`config.mk`:
```
export PLATFORM = sky130hd
export DESIGN_NAME = sipo_deser_flat
export DESIGN_NICKNAME = d
export VERILOG_FILES = /design/src/rtl/sipo_pkg.sv /design/src/rtl/sipo_deser_if.sv /design/src/rtl/sipo_shift_core.sv /design/src/rtl/sipo_deser.sv /design/src/flat_wrapper.sv
export SDC_FILE = /design/constraint.sdc
export NUM_CORES = 1
export LEC_CHECK = 0
export ABC_AREA = 1
export BUFFER_PORTS_ARGS = -buffer_cell sky130_fd_sc_hd__buf_2
export CAP_MARGIN = 15
export CORE_AREA = 2 2 58 60
export DETAILED_ROUTE_END_ITERATION = 10
export DIE_AREA = 0 0 60 62
export HOLD_SLACK_MARGIN = 0.05
export SETUP_SLACK_MARGIN = 0.05
export SKIP_CTS_REPAIR_TIMING = 1
export SYNTH_ARGS = -nofsm -noshare
export SYNTH_HDL_FRONTEND = slang
export SYNTH_SLANG_ARGS = --single-unit
```
`constraint.sdc`:
```
create_clock -name clk -period 1.6 [get_ports clk]
set_clock_uncertainty 0.2 [all_clocks]
set_input_delay 0.32 -clock clk [delete_from_list [all_inputs] [get_ports clk]]
set_output_delay 0.32 -clock clk [all_outputs]
set_load 0.005 [all_outputs]
```
`src/rtl/sipo_pkg.sv`:
```
// Shared constants, types and helpers for the serial-in/parallel-out deserializer.
package sipo_pkg;

    localparam int SIPO_DEFAULT_WIDTH = 8;

    typedef enum logic {
        SHIFT_LSB_FIRST = 1'b0,
        SHIFT_MSB_FIRST = 1'b1
    } shift_order_e;

    function automatic int cnt_w(input int width);
        return $clog2(width);
    endfunction

    function automatic shift_order_e order_of(input bit msb_first);
        return msb_first ? SHIFT_MSB_FIRST : SHIFT_LSB_FIRST;
    endfunction

endpackage

```
`src/rtl/sipo_deser_if.sv`:
```
// Serial input and parallel valid/ready output bundle of the deserializer.
interface sipo_deser_if #(
    parameter int WIDTH = 8
);
    logic             s_in;
    logic             s_valid;
    logic [WIDTH-1:0] p_data;
    logic             p_valid;
    logic             p_ready;

    modport master (
        input  s_in,
        input  s_valid,
        input  p_ready,
        output p_data,
        output p_valid
    );

    modport slave (
        output s_in,
        output s_valid,
        output p_ready,
        input  p_data,
        input  p_valid
    );
endinterface

```
`src/rtl/sipo_shift_core.sv`:
```
// Enabled shift register with selectable shift direction and synchronous clear.
module sipo_shift_core
    import sipo_pkg::*;
#(
    parameter int           WIDTH = SIPO_DEFAULT_WIDTH,
    parameter shift_order_e ORDER = SHIFT_MSB_FIRST
) (
    input  logic             clk,
    input  logic             rst_n,
    input  logic             clr,
    input  logic             en,
    input  logic             din,
    output logic [WIDTH-1:0] q,
    output logic [WIDTH-1:0] nxt
);

    always_comb begin
        nxt = q;
        if (ORDER == SHIFT_MSB_FIRST)
            nxt = {q[WIDTH-2:0], din};
        else
            nxt = {din, q[WIDTH-1:1]};
    end

    always_ff @(posedge clk or negedge rst_n) begin
        if (!rst_n)
            q <= '0;
        else if (clr)
            q <= '0;
        else if (en)
            q <= nxt;
    end

endmodule

```
`src/rtl/sipo_deser.sv`:
```
// Deserializer top: bit counter, holding register, output handshake
// and sticky overrun on top of the shift core.
module sipo_deser
    import sipo_pkg::*;
#(
    parameter int WIDTH     = SIPO_DEFAULT_WIDTH,
    parameter bit MSB_FIRST = 1'b1
) (
    input  logic                    clk,
    input  logic                    rst_n,
    input  logic                    clr,
    sipo_deser_if.master            bus,
    output logic [cnt_w(WIDTH)-1:0] bit_cnt,
    output logic                    overrun
);

    localparam int           CW    = cnt_w(WIDTH);
    localparam shift_order_e ORDER = order_of(MSB_FIRST);

    logic [WIDTH-1:0] sr;
    logic [WIDTH-1:0] sr_nxt;
    logic [WIDTH-1:0] data_q;
    logic             valid_q;
    logic [CW-1:0]    cnt_q;
    logic             ovr_q;
    logic             take;
    logic             done;
    logic             load;
    logic             drop;

    sipo_shift_core #(
        .WIDTH (WIDTH),
        .ORDER (ORDER)
    ) u_core (
        .clk   (clk),
        .rst_n (rst_n),
        .clr   (clr),
        .en    (take),
        .din   (bus.s_in),
        .q     (sr),
        .nxt   (sr_nxt)
    );

    // clr discards the sampled bit, so it also suppresses completion
    assign take = bus.s_valid && !clr;
    assign done = take && (cnt_q == CW'(WIDTH - 1));
    assign load = done && (!valid_q || bus.p_ready);
    assign drop = done && valid_q && !bus.p_ready;

    always_ff @(posedge clk or negedge rst_n) begin
        if (!rst_n) begin
            cnt_q <= '0;
        end else if (clr) begin
            cnt_q <= '0;
        end else if (take) begin
            cnt_q <= done ? '0 : cnt_q + 1'b1;
        end
    end

    always_ff @(posedge clk or negedge rst_n) begin
        if (!rst_n) begin
            data_q  <= '0;
            valid_q <= 1'b0;
        end else if (load) begin
            data_q  <= sr_nxt;
            valid_q <= 1'b1;
        end else if (valid_q && bus.p_ready) begin
            valid_q <= 1'b0;
        end
    end

    always_ff @(posedge clk or negedge rst_n) begin
        if (!rst_n)
            ovr_q <= 1'b0;
        else if (clr)
            ovr_q <= 1'b0;
        else if (drop)
            ovr_q <= 1'b1;
    end

    assign bus.p_data  = data_q;
    assign bus.p_valid = valid_q;
    assign bit_cnt     = cnt_q;
    assign overrun     = ovr_q;

endmodule

```
`src/flat_wrapper.sv`:
```
// flat-port wrapper written by rule: the top's interface ports become plain ports
module sipo_deser_flat import sipo_pkg::*;
#(
    parameter int WIDTH     = SIPO_DEFAULT_WIDTH,
    parameter bit MSB_FIRST = 1'b1
)
  (clk, rst_n, clr, bit_cnt, overrun, bus_s_in, bus_s_valid, bus_p_ready, bus_p_data, bus_p_valid);
  sipo_deser_if #(.WIDTH(WIDTH)) bus_i ();
  input  logic clk;
  input  logic rst_n;
  input  logic clr;
  output logic [cnt_w(WIDTH)-1:0] bit_cnt;
  output logic overrun;
  input wire logic [$bits(bus_i.s_in)-1:0] bus_s_in;
  input wire logic [$bits(bus_i.s_valid)-1:0] bus_s_valid;
  input wire logic [$bits(bus_i.p_ready)-1:0] bus_p_ready;
  output wire logic [$bits(bus_i.p_data)-1:0] bus_p_data;
  output wire logic [$bits(bus_i.p_valid)-1:0] bus_p_valid;
  assign bus_i.s_in = bus_s_in;
  assign bus_i.s_valid = bus_s_valid;
  assign bus_i.p_ready = bus_p_ready;
  assign bus_p_data = bus_i.p_data;
  assign bus_p_valid = bus_i.p_valid;
  sipo_deser #(.WIDTH(WIDTH), .MSB_FIRST(MSB_FIRST)) u_core (.clk(clk), .rst_n(rst_n), .clr(clr), .bus(bus_i), .bit_cnt(bit_cnt), .overrun(overrun));
endmodule
```
After elaboration in Yosys (flattened, before gate mapping)
Cells that the tools add are included.
Word-level totals
  word-level logic and storage cells: 29
  output and inout port bits: 13
  flip-flop bits (word level): 20
Operators by class
  equality and inequality tests: 1
  multiplexer cells: 9
  add/subtract/negate cells: 1
  reductions and logical operators: 13
Operator list (count)
  $mux W7: 2
  $mux W3: 3
  $logic_and A1 B1 Y1: 6
  $reduce_bool A2 Y1: 3
  $mux W1: 4
  $add A3 B1 Y3 const B: 1
  $eq A3 B3 Y1 const B: 1
  $logic_not A1 Y1: 3
  $logic_or A1 B1 Y1: 1

Longest topological paths before layout
Gate-level depths: netlist of the first run.
  depth in word-level cells: 7
  gate-level depth with buffers: 6

Hierarchy
Synthesis of the first run repeated with hierarchy kept, for this count alone.
Unflattened totals
  cells, all modules: 105
  area, all modules: 973.4 um2
By module, submodules not included
  sipo_deser: sequential area each 325.3 um2, cells an instance 62, instances 1, area each 578.1 um2
  sipo_shift_core: sequential area each 200.2 um2, cells an instance 43, instances 1, area each 395.4 um2

Worst setup path after synthesis of the first run
Ideal clock, no wire load.
  path kind: register to register
  from: register u_core.cnt_q[0] (netlist: u_core.bit_cnt[0])
  to: register u_core.cnt_q[2] (netlist: u_core.bit_cnt[2])
  buffers on the path: 1
  arrival: 1.155 ns
  setup time: 0.083 ns
  cell stages (with the launch flop): 7
  required time: 1.317 ns
  clock period less this slack: 1.438 ns
  setup slack: 0.162 ns
  cells stage by stage: dfrtp_1 ha_1 ha_1 buf_2 inv_1 nand2_1 o21ai_0
On the way
  word-level cells in the longest chain between the ends: 5
  elaborated cells on any way between the ends: 6
Ends and longest elaborated chain
  start, declared: line sipo_deser.sv:24  | logic [CW-1:0] cnt_q;
  start signal, assigned: line sipo_deser.sv:56  | cnt_q <= done ? '0 : cnt_q + 1'b1;
  parallel branches: the longest is 2 deep, another holds $add A3 B1 Y3
  $mux W3 *: line sipo_deser.sv:56
  $mux W3 *: line sipo_deser.sv:55  | end else if (take) begin
  $mux W3 *: line sipo_deser.sv:53  | end else if (clr) begin
Mark *: on every way between the ends. The select of a mux whose other input is x is not followed.
A chain may end at the register's enable or synchronous reset.

Worst setup path after layout of the first run
  from: register u_core.cnt_q[0] (netlist: u_core.bit_cnt[0])
  to: register u_core.data_q[7] (netlist: u_core.bus.p_data[7])
On the way
  word-level cells in the longest chain between the ends: 3
Ends and longest elaborated chain
  $eq A3 B3 Y1: line sipo_deser.sv:46  | assign done = take && (cnt_q == CW'(WIDTH - 1));
  $logic_and A1 B1 Y1: line sipo_deser.sv:46
  $logic_and A1 B1 Y1: line sipo_deser.sv:47  | assign load = done && (!valid_q || bus.p_ready);
  end signal, assigned: line sipo_deser.sv:65  | data_q <= sr_nxt;
  end, declared: line sipo_deser.sv:22  | logic [WIDTH-1:0] data_q;
No other way between the ends.

==> impl_metrics.yaml, run 1 <==
detailed_routing:
  vias_per_cell: 4.31
  wl_met1_microns: 677
  drtAntennaViolNets: 0
  highest_layer: "met4"
  drt_first_pass_iters: 4
  met3WireLength_microns: 31
  wirelength_mm: 1.53
  drcViolationCount: 0
  route.vias.total: 660
  routedWlPerCell_microns: 10.0
  drtIter0Drc: 31
  dr_wl_met2_microns: 801
setup_path:
  cp_top_family: "adder cells"
  reg2regPathDepth: 5
  critPathSlowestCell: "dfrtp_1"
  worst-path-stages: 5
  crit_path_start_kind: "register"
  critPathKind: "reg -> reg"
  startpoint: "u_core.bit_cnt[0]$_DFFE_PN0P_"
  cp.buffers_inverters: 0
  crit_top_cell: "nand2_1"
  r2r_slack_ns: 0.18
  critPathCapture: "u_core.bus.p_data[7]$_DFFE_PN0P_"
  cp.arrival_ns: 1.41
  end_kind: "register"
  r2r-start: "u_core.bit_cnt[0]$_DFFE_PN0P_"
  cp_max_fo: 11
  regToRegEndpoint: "u_core.bus.p_data[7]$_DFFE_PN0P_"
  cp_cell_sequence: "ha_1, ha_4, nand3_2, nand2_1, nand2_1"
  max_stage_delay_ns: 0.38
  worst_ep_required_time_ns: 1.59
cts:
  cts_root_buffer: "clkbuf_4"
  clk_pin_slew_ns: 0.11
  cts_buffer_depth: 2
  cts_num_sinks: 20
  cts_max_level: 1
  cts_tree: "done"
  worstSkewPairLatency_ns: 0.29
  numCtsBuffers: 3
placement:
  hpwlAfterDp_mm: 1.18
  placed_area_sq_um: 967
  io_buffers: 18
  place_congestion: 0.731
floorplanning:
  coreArea_sq_mm: 0.00318
  start_util_pct: 26.2
  die_x_microns: 60
  die_y_microns: 62
  die_area_sq_mm: 0.00372
  rows: 21
  io_pins: 19
global_route:
  grtUsageTotal_pct: 9.14
  grt_overflow: 0
  grt_pass1_vias: 614
  grt_max_degree: 21
  grt_pass1_wl_mm: 2.55
  antenna_found_initial: 0
sta:
  min_period_ns: 1.42
  tightest_slew_ns: 0.422
  fin_tns_setup_ns: 0
  holdWs_ns: 0.0822
  drv_slew: 0
  finalCritPeriodShare_pct: 88.9
  setup_viol: 0
  rsz0062_at_grt: "false"
  finalHoldViolCount: 0
  max_freq_mhz: 703
  timing.slew.headroom_pct: 71.9
layout:
  layout_commonest_cell: "nand2_1"
  diodes: 0
  synthToLayoutAreaGrowth_pct: 23.1
  final_cell_mix: "nand2_1 (26), dfrtp_1 (20), buf_2 (18), inv_1 (10), nand4_1 (8)"
  nets: 116
  final_area_sq_mm: 0.00103
  drive_gt1_share_pct: 25.2
yosys:
  synth-seq-cells: 20
  syn_nets: 94
  ys_warn_count: 0
  yosysSeqAreaShare_pct: 60.1
  yosys.area.top_type: "dfrtp_1"
  synth.avg_cell_area_sq_um: 9.69
  syn-cell-area_sq_um: 833
  synthTopCellsByArea: "dfrtp_1 (60%), nand2_1 (12%), nand4_1 (6.0%)"
  synth_top_area_share_pct: 60.1
  yosysUniqueCellTypes: 13
  synthCells: 86
pwr:
  vdd_drop_max_mv: 0.215
  p_leak_nw: 0.545
  power_density_mw_per_mm2: 838
  p_total_w: 0.000860
flow_run:
  maxCapViolations: 0
run_status:
  status: "completed"
min_path:
  min_path_type: "in -> reg"
  min_path_cells: 3
==> flip-flops by register name, summed over array words and instances, names as in the netlist <==
name                count
u_core.bit_cnt          3
u_core.bus.p_data       8
u_core.bus.p_valid      1
u_core.overrun          1
u_core.u_core.q         7
==> metal layers <==
layer / global-route usage, % / vias up
met5: 0 / -
met4: 5.71 / 0
met3: 1.24 / 2
met2: 15.8 / 9
met1: 10.7 / 322
li1: - / 327
==> report_power, final <==
group | internal [W] | leakage [nW] | switching (W)
sequential | 0.000513 | 0.277 | 0.00000497
combinational | 0.0000195 | 0.247 | 0.0000362
clock | 0.000139 | 0.0210 | 0.000148
==> through the flow <==
stage	cells	setup WS, ns	util [%]
global placement	148	0.0776	30.4
detailed placement	148	0.0277	30.4
CTS	152	0.00390	31.6
floorplan	86	0.162	-
finish	153	0.177	32.3
global route	153	0.0540	32.3
==> worst reg2reg max path: cells and delay by family (launching register included) <==
kind,cells,cell delay (ns)
fa+ha+maj,2,0.41
flops,1,0.38
simple gates,3,0.33
==> area by class of cell <==
cell class                      count  area, sq um
Fill cell                         327         2150
Sequential cell                    20          500
Multi-Input combinational cell     52          283
Timing Repair Buffer               20          108
Tap cell                           46         57.6
Inverter                           11         41.3
Clock buffer                        4         36.3
==> synth_stat cells <==
| master | instances |
|---|---|
| nor2_4 | 1 |
| dfrtp_1 | 20 |
| nand3_1 | 4 |
| buf_6 | 1 |
| o22ai_1 | 5 |
| inv_2 | 1 |
| o21ai_0 | 5 |
| nand2_1 | 26 |
| nand3_2 | 1 |
| inv_1 | 10 |
| buf_2 | 2 |
| nand4_1 | 8 |
| ha_1 | 2 |
==> how the worst min path moves through the flow <==
| stage | startpoint | to |
|---|---|---|
| floorplan | rst_n | u_core.bit_cnt[0]$_DFFE_PN0P_ |
| global placement | rst_n | u_core.bit_cnt[0]$_DFFE_PN0P_ |
| detailed placement | rst_n | u_core.bit_cnt[0]$_DFFE_PN0P_ |
| CTS | rst_n | u_core.bit_cnt[0]$_DFFE_PN0P_ |
| global route | bus_s_in | u_core.u_core.q[0]$_DFFE_PN0P_ |
| finish | bus_s_in | u_core.u_core.q[0]$_DFFE_PN0P_ |
==> cell families (layout without fill, tap and decap cells) <==
logic type / Yosys count / in the layout / share of synthesized area, %
AO/OA/AOI/OAI: 10 / 10 / 6.76
AND/OR/NAND/NOR: 40 / 40 / 22.7
flip-flops: 20 / 20 / 60.1
adder cells (fa/ha/maj): 2 / 2 / 3.00
buffers and inverters: 14 / 35 / 7.51
No activity file was read; power rests on OpenSTA's default activity.
==> inputs of run 2 (changes only) <==
--- a/config.mk
+++ b/config.mk
@@ -6,10 +6,9 @@
 export NUM_CORES = 1
 export LEC_CHECK = 0
-export ABC_AREA = 1
 export BUFFER_PORTS_ARGS = -buffer_cell sky130_fd_sc_hd__buf_2
 export CAP_MARGIN = 15
-export CORE_AREA = 2 2 58 60
+export CORE_AREA = 2 2 57 59
 export DETAILED_ROUTE_END_ITERATION = 10
-export DIE_AREA = 0 0 60 62
+export DIE_AREA = 0 0 59 61
 export HOLD_SLACK_MARGIN = 0.05
 export SETUP_SLACK_MARGIN = 0.05
==> constraint.sdc (replaced) <==
create_clock -name clk -period 1.6 [get_ports clk]
set_clock_uncertainty 0.2 [all_clocks]
set_input_delay 0.08 -clock clk [delete_from_list [all_inputs] [get_ports clk]]
set_output_delay 0.08 -clock clk [all_outputs]
set_load 0.005 [all_outputs]
==> run 2 against run 1 <==
Net effect: the run now ends with hold timing, setup timing left; non-clock buffer count is 7 higher; combinational power is 24% higher; via count is 16% lower; register-to-register slack worse by 0.29 ns; routed wire length is 0.85% higher; critical path type unchanged; design area is 7.1% higher; synthesized area is 2.3% lower.
==> impl_metrics.yaml, run 2 <==
run_status:
  status: "finished with violations"
  violations: "hold timing, setup timing"
min_path:
  min_to: "u_core.bus.p_valid$_DFFE_PN0P_"
  min_path_cells: 3
  min_path_type: "in -> reg"
  min-delay-start: "bus_p_ready"
yosys:
  yosysUniqueCellTypes: 15
  syn-cell-area_sq_um: 815
  synth_top_area_share_pct: 61.4
  synth.avg_cell_area_sq_um: 13.6
  synth-seq-cells: 20
  synth-edff-count: 0
  ys_top_cells_by_count: "dfrtp_1 (20), nor2_1 (11), mux2i_1 (9)"
  yosysSeqAreaShare_pct: 61.4
  synthTopCellsByArea: "dfrtp_1 (61%), mux2i_1 (11%), mux2_2 (11%)"
  synth_xor_area_share_pct: 0
  synth_compound_area_share_pct: 2.30
  synth.most_common_cell: "dfrtp_1"
  synth_top_family_by_area: "multiplexers"
  ys_warn_count: 0
  yosys.area_share.simple_pct: 9.98
  synthFlopType: "dfrtp_1"
  synth_mux_area_share_pct: 22.1
  synthCells: 60
  yosys.area.top_type: "dfrtp_1"
  synthArstFlopShare_pct: 100
  synth_fa_ha_area_share_pct: 3.07
  syn_nets: 68
floorplanning:
  die_x_microns: 59
  die_area_sq_mm: 0.00360
  die_y_microns: 61
  rows: 20
  start_util_pct: 27.6
  io_pins: 19
  coreArea_sq_mm: 0.00295
setup_path:
  worst_ep_required_time_ns: 1.59
  critPathKind: "reg -> reg"
  end_kind: "register"
  r2r_slack_ns: -0.12
  r2r-start: "u_core.bit_cnt[0]$_DFFE_PN0P_"
  cp.arrival_ns: 1.71
  cp_max_fo: 8
  crit_path_start_kind: "register"
  regToRegEndpoint: "u_core.bus.p_data[7]$_DFFE_PN0P_"
  reg2regPathDepth: 6
placement:
  io_buffers: 18
  post-place-ws_ns: -0.0973
  hpwlAfterDp_mm: 1.06
  place_congestion: 0.684
  placed_area_sq_mm: 0.00101
layout:
  synthToLayoutAreaGrowth_pct: 34.9
  largest_reg_flops: 8
  layout_commonest_cell: "dfrtp_1"
  final_area_sq_mm: 0.00110
  nets: 98
  final_cell_mix: "dfrtp_1 (20), buf_2 (18), nor2_1 (11), mux2i_1 (9), buf_4 (5)"
  diodes: 0
  drive_gt1_share_pct: 44.9
detailed_routing:
  vias_per_cell: 4.52
  drtIter0Drc: 7
  drt_first_pass_iters: 4
  routedWlPerCell_microns: 12.7
  wirelength_mm: 1.55
  route.vias.total: 552
  drcViolationCount: 0
  drtAntennaViolNets: 0
global_route:
  antenna_found_initial: 0
  grt_max_degree: 21
  grt_overflow: 0
  grt_pass1_vias: 547
  grt_pass1_wl_mm: 2.53
  grtUsageTotal_pct: 9.71
sta:
  finalCritPeriodShare_pct: 107
  timing.slew.headroom_pct: 69.7
  drv_slew: 0
  finalHoldViolCount: 2
  min_period_ns: 1.72
  holdWs_ns: -0.0799
  max_freq_mhz: 582
  tightest_slew_ns: 0.452
  setup_viol: 8
  setup_ws_ns: -0.117
  rsz0062_at_grt: "true"
pwr:
  clkPwrFrac_pct: 33.2
  p_int_w: 0.000684
  vdd_drop_max_mv: 0.389
  p_comb_share_pct: 7.9
  p_total_w: 0.000880
  switching_share_pct: 22.3
  p_sw_w: 0.000196
  p_leak_nw: 0.585
  seqPwrFrac_pct: 58.9
  power_density_mw_per_mm2: 801
cts:
  cts_num_sinks: 20
  clk_pin_slew_ns: 0.11
  cts_root_buffer: "clkbuf_4"
  cts_max_level: 1
  cts_buffer_depth: 2
  cts_tree: "done"
  worstSkewPairLatency_ns: 0.30
  numCtsBuffers: 3
flow_run:
  maxCapViolations: 0
## run 2: changes by cell type in the layout (fill, tap and decap cells not counted), moves of 2 or more
cell / before / now
buf_4: 1 / 5
o22ai_1: 5 / 0
inv_1: 10 / 0
nand3_1: 4 / 0
nand4_1: 8 / 0
mux2_2: 0 / 4
mux2i_1: 0 / 9
o21ai_0: 5 / 0
nor2_1: 0 / 11
dlygate4sd3_1: 1 / 3
nand2_1: 26 / 0
mux2_4: 0 / 4
## run 2: worst max-delay path, cell delays in order (launching register included)
cell,delay [ns]
dfrtp_1,0.39
ha_2,0.20
ha_4,0.14
nand2_4,0.05
nor3_4,0.15
buf_12,0.16
mux2_2,0.33
## run 2: cell type report
class,count,area (sq um)
Clock buffer,4,36.3
Fill cell,292,1850
Multi-Input combinational cell,38,343
Sequential cell,20,500
Tap cell,33,41.3
Timing Repair Buffer,27,178
## run 2: cell families (layout without fill, tap and decap cells)
logic type / count (synthesis) / in the layout
buffers and inverters: 2 / 31
AOI/OAI and AO/OA: 3 / 3
DFF: 20 / 20
adders and majority gates: 2 / 2
and+or+nand+nor: 16 / 16
muxes: 17 / 17
## run 2: per-layer routing
| metal | vias to the layer above | GRT usage, % | routed length (microns) |
|---|---|---|---|
| met1 | 276 | 12.6 | 680 |
| met5 | - | 0 | 0 |
| met3 | 4 | 1.71 | 54 |
| met2 | 10 | 14.8 | 779 |
| li1 | 262 | - | - |
| met4 | 0 | 6.82 | 30 |
## run 2: worst max path at each step
stage                                  start                               end  slack (ns)  cells after the start
2_1_floorplan  u_core.bit_cnt[0]$_DFFE_PN0P_  u_core.bus.p_data[0]$_DFFE_PN0P_       -0.13                      5
3_3_place_gp   u_core.bit_cnt[0]$_DFFE_PN0P_  u_core.bus.p_data[2]$_DFFE_PN0P_       -0.07                      6
3_5_place_dp   u_core.bit_cnt[0]$_DFFE_PN0P_  u_core.bus.p_data[4]$_DFFE_PN0P_        -0.1                      6
4_1_cts        u_core.bit_cnt[0]$_DFFE_PN0P_  u_core.bus.p_data[7]$_DFFE_PN0P_       -0.12                      6
5_1_grt        u_core.bit_cnt[0]$_DFFE_PN0P_  u_core.bus.p_data[7]$_DFFE_PN0P_       -0.18                      6
6_report       u_core.bit_cnt[0]$_DFFE_PN0P_  u_core.bus.p_data[7]$_DFFE_PN0P_       -0.12                      6
## run 2: power groups by stage
stage	Sequential [W]	Clock, W	Combinational, W
after global placement	0.000528	0	0.0000643
after detailed placement	0.000528	0	0.0000653
after floorplan	0.000529	0	0.0000265
final	0.000519	0.000292	0.0000691
after CTS	0.000519	0.000304	0.0000654
after global routing	0.000520	0.000336	0.0000783
## run 2: through the flow
stage               TNS [ns]  util, %  std cells
floorplan              -1.00        -         60
global placement      -0.483     34.3        114
detailed placement    -0.677     34.3        114
CTS                   -0.831     35.6        118
global route           -1.27     37.2        122
finish                -0.760     37.2        122
